--- config.mk ---
export PLATFORM = sky130hd
export DESIGN_NAME = gate_sweep
export DESIGN_NICKNAME = d
export VERILOG_FILES = /design/src/rtl/gate_sweep.sv
export SDC_FILE = /design/constraint.sdc
export NUM_CORES = 1
export LEC_CHECK = 0
export CAP_MARGIN = 20
export CORE_ASPECT_RATIO = 1.5
export CORE_MARGIN = 3
export CORE_UTILIZATION = 45
export CTS_CLUSTER_DIAMETER = 80
export CTS_CLUSTER_SIZE = 12
export DETAILED_ROUTE_END_ITERATION = 7
export PLACE_DENSITY = 0.78
export SLEW_MARGIN = 20
export SYNTH_ARGS = -nofsm -noshare
export SYNTH_HDL_FRONTEND = slang
export SYNTH_SLANG_ARGS = --single-unit
--- constraint.sdc ---
create_clock -name wb_clk_i -period 1.7 [get_ports wb_clk_i]
set_input_delay 0.425 -clock wb_clk_i [delete_from_list [all_inputs] [get_ports wb_clk_i]]
set_output_delay 0.425 -clock wb_clk_i [all_outputs]
set_load 0.01 [all_outputs]
--- src/rtl/gate_sweep.sv ---
// Exhaustive sweep of an N_IN-input combinational gate: walks every input pattern,
// compacting the 1-bit response into a MISR signature and a ones count.
module gate_sweep #(
    parameter int unsigned N_IN   = 10,
    parameter int unsigned SETTLE = 0,
    parameter int unsigned SIG_W  = 32,
    parameter logic [31:0] POLY   = 32'h04C11DB7,
    parameter logic [31:0] SEED   = 32'hFFFFFFFF
) (
    input  logic              wb_clk_i,
    input  logic              wb_rst_i,
    input  logic              start,
    output logic [N_IN-1:0]   gate_in,
    input  logic              gate_out,
    output logic              busy,
    output logic              done,
    output logic [SIG_W-1:0]  signature,
    output logic [N_IN:0]     ones_count
);

    localparam logic [SIG_W-1:0] PolyW   = POLY[SIG_W-1:0];
    localparam logic [SIG_W-1:0] SeedW   = SEED[SIG_W-1:0];
    localparam logic [3:0]       SettleW = 4'(SETTLE);

    typedef enum logic [1:0] {StIdle, StRun, StDone} state_e;

    state_e             state_q, state_d;
    logic [3:0]         hold_q, hold_d;
    logic [N_IN-1:0]    gate_in_q, gate_in_d;
    logic [SIG_W-1:0]   sig_q, sig_d;
    logic [N_IN:0]      ones_q, ones_d;
    logic               sample;
    logic               last;
    logic [SIG_W-1:0]   misr_next;

    // gate_out is only trusted in the final cycle of each pattern's hold window
    assign sample = (state_q == StRun) && (hold_q == 4'd0);
    assign last   = &gate_in_q;

    assign misr_next = {sig_q[SIG_W-2:0], 1'b0}
                     ^ (sig_q[SIG_W-1] ? PolyW : '0)
                     ^ {{(SIG_W-1){1'b0}}, gate_out};

    always_ff @(posedge wb_clk_i) begin
        if (wb_rst_i) begin
            state_q <= StIdle;
        end else begin
            state_q <= state_d;
        end
    end

    always_comb begin
        state_d = state_q;
        unique case (state_q)
            StIdle:  if (start) state_d = StRun;
            StRun:   if (sample && last) state_d = StDone;
            StDone:  state_d = StIdle;
            default: state_d = StIdle;
        endcase
    end

    always_comb begin
        busy = (state_q == StRun);
        done = (state_q == StDone);
    end

    always_comb begin
        hold_d    = hold_q;
        gate_in_d = gate_in_q;
        sig_d     = sig_q;
        ones_d    = ones_q;
        if (state_q == StIdle && start) begin
            gate_in_d = '0;
            hold_d    = SettleW;
            sig_d     = SeedW;
            ones_d    = '0;
        end else if (state_q == StRun) begin
            if (hold_q != 4'd0) begin
                hold_d = hold_q - 4'd1;
            end else begin
                sig_d     = misr_next;
                ones_d    = ones_q + {{N_IN{1'b0}}, gate_out};
                hold_d    = SettleW;
                gate_in_d = last ? '0 : gate_in_q + N_IN'(1);
            end
        end
    end

    always_ff @(posedge wb_clk_i) begin
        if (wb_rst_i) begin
            hold_q    <= 4'd0;
            gate_in_q <= '0;
            sig_q     <= '0;
            ones_q    <= '0;
        end else begin
            hold_q    <= hold_d;
            gate_in_q <= gate_in_d;
            sig_q     <= sig_d;
            ones_q    <= ones_d;
        end
    end

    assign gate_in    = gate_in_q;
    assign signature  = sig_q;
    assign ones_count = ones_q;

endmodule
==> run metrics <==
type of origin of the critical path flip-flop; layer with the highest usage met2; flops & latches, synth 59; average cell area after synthesis 8.68 µm²; combinational share of power 17.6%; pwr dens 897 mW/mm²; clock group share of total power 35.4%; crit path kind flip-flop to primary output; status finished, final reports clean; final worst slack 0.0414 ns; DRC Markers 0; CP top delay family buffers and inverters; Post-CTS Hold Buffers 0; GR Util met1 25.4%; Initial Util 47.1%; clk_lat worst skew 0.34 ns; Total Power 3.31 mW; WL/cell 14.3 µm; Slew Viols, Final 0; switch share 27.5%; Layout area overhead 41.5%; H-tree levels 3; M3 GR Usage 6.78%; Buf+Inv Stages, Crit Path 1; initial antenna violation count 0; Pleak 1.78 nW; Fin Clk Skew 0.00441 ns; dpl ws -0.604 ns; vias in the first global route 2407; cells along the critical path clkdlybuf4s50_1; CTS sink cnt 59; first-pass GRT wire length 11.0 mm; DP Wirelength 4.46 mm; crit path DAT 1.23 ns; Post-Syn Nets 307; period utilization 97.6%; Iter 0 DRT Violations 113; Worst Setup End Kind primary output; Main synth FF type dfxtp_1; Max-cap violations 0; Die Ht 99.2 µm; worst min-delay path class flip-flop to flip-flop; setup tns final 0 ns; Worst path slowest cell clkdlybuf4s50_1; Switching Power 909 µW; Buffers on Ports 58; final setup vio count 0; Crit path largest cell delay 0.54 ns; crit path time final 1.66 ns; largest net degree at the start of global routing 35; Int Power 2.40 mW; vias 2456; GRT Total Usage 21.2%; Fin Hold WS 0.479 ns; Seq/Total Area, Yosys 45.3%; clock-pin slew on the worst setup and hold paths 0.06 ns; Synth Cell Area 0.00260 mm²; Chip Width 68.1 µm; met2 Resource Use GR 32.5%; Max FO, Critical Path 3; share of layout cells above drive strength 1 18.4%; I/O pins 59; Clock Path Buffers 2; CTS tree yes; Final ANT Viol Nets 0; TritonCTS Buffers 9; ant diodes 0; measured slew at the worst slew-check pin 0.623 ns; routed wire length 6.49 mm; worst vdd ir 0.000741 V; fin nets 388; WP data required 1.27 ns; asr flop ratio synth 0%; CTS Root Cell clkbuf_8; Syn. warnings 0; Seq pwr share 47.0%; Cell Rows 33; EDFF count, synth 0; Distinct cells, synth 42; Post-Syn Instances 300; gp weighted congestion 0.772; FMAX 0.603 GHz; Final Hold Fails 0; Die ar. 0.00676 mm²; RSZ-0062 raised after global routing no; core outline area 0.00553 mm²; worst rel slew slack 58.0%; Initial DRT Pass Iterations 6; final global-route overflow total 0; Via density 5.40
## repair_timing
| item | in CTS | in global routing |
|---|---|---|
| pin swaps | 4 | 1 |
| resized for setup | 46 | 30 |
| setup buffers | 1 | 0 |
| setup endpoints to repair | 38 | 31 |
## final cells by class
| cell class | instances | area [µm²] |
|---|---|---|
| Sequential cell | 59 | 1200 |
| Multi-Input combinational cell | 217 | 1350 |
| Clock inverter | 2 | 10.0 |
| Tap cell | 70 | 87.6 |
| Inverter | 2 | 7.51 |
| Timing Repair Buffer | 92 | 868 |
| Clock buffer | 13 | 169 |
| Fill cell | 475 | 1850 |
## sequential cells by signal, indices dropped and copies added (netlist names)
register    count
gate_in        10
hold_q          4
ones_count     11
signature      32
state_q         2
## power groups by stage
stage                     logic, mW  registers [mW]  clock network, mW
after global routing          0.642            1.57               1.24
final                         0.584            1.55               1.17
after detailed placement      0.621            1.59                  0
after CTS                     0.596            1.56               1.19
after floorplan               0.290            1.62                  0
after global placement        0.612            1.58                  0
## Yosys cell counts (all sizes together) (2+ instances only)
cell | n | area share, %
xor2 | 10 | 3.4
dfxtp | 59 | 45
nand4 | 8 | 1.9
inv | 2 | 0.29
nor3b | 2 | 0.77
and4 | 3 | 1.0
buf | 10 | 2.8
nor4 | 3 | 1.4
nand3b | 2 | 0.58
ha | 3 | 1.4
clkbuf | 12 | 1.7
nor3 | 45 | 8.8
xnor2 | 16 | 5.4
a211oi | 10 | 2.9
nor2 | 32 | 4.9
nand3 | 9 | 1.9
and3 | 3 | 0.72
a21oi | 15 | 2.9
o31ai | 2 | 0.58
or3 | 4 | 0.96
o21ai | 8 | 1.5
a31oi | 4 | 0.96
nand2 | 25 | 3.6
or4 | 2 | 0.58
## logic make-up after synthesis
group / share of synthesized area, %
compound gates: 9.85
flops: 45.3
xor+xnor: 8.74
fa+ha+maj: 1.44
simple gates: 29.8
buf+inv: 4.80
## through the flow
step	std cells	util [%]	cell area [µm²]
floorplan	300	-	2610
global placement	439	62.1	3430
detailed placement	439	62.1	3430
CTS	455	65.3	3610
global route	455	66.6	3690
finish	455	66.6	3690
## worst paths after layout
check / start / to / slack, ns / depth (start not counted)
setup / recovery: signature[18] / signature[18] / 0.04 / 1
hold / removal: signature[30] / signature[31] / 0.48 / 2
setup reg to reg: hold_q[0] / ones_count[7] / 0.09 / 5
hold reg to reg: signature[30] / signature[31] / 0.48 / 2
## cell usage in the layout (no fill, tap or decap), types with 2 or more instances in the layout
cell type         n
and3_1            3
buf_12            2
dlymetal6s2s_1   20
xnor2_1          16
or3_1             4
nand4_1           8
inv_1             2
dfxtp_2           7
dfxtp_4           2
nand3b_1          2
nand2_1          25
xor2_1           10
o21ai_0           8
a21oi_1          15
nor3_1           44
o31ai_1           2
a31oi_1           4
clkinv_2          2
nor2_1           31
dfxtp_1          50
clkbuf_8         12
ha_4              2
nand3_1           8
or4_1             2
clkdlybuf4s50_1   4
buf_4            31
nor4_2            2
a211oi_1         10
and4_1            3
dlygate4sd2_1    33
## metal layers
layer	vias up	wire (µm)
li1	1222	-
met1	1164	2680
met2	53	3240
met3	17	378
met4	0	195
met5	-	0
(Power assumes the default switching activity.)
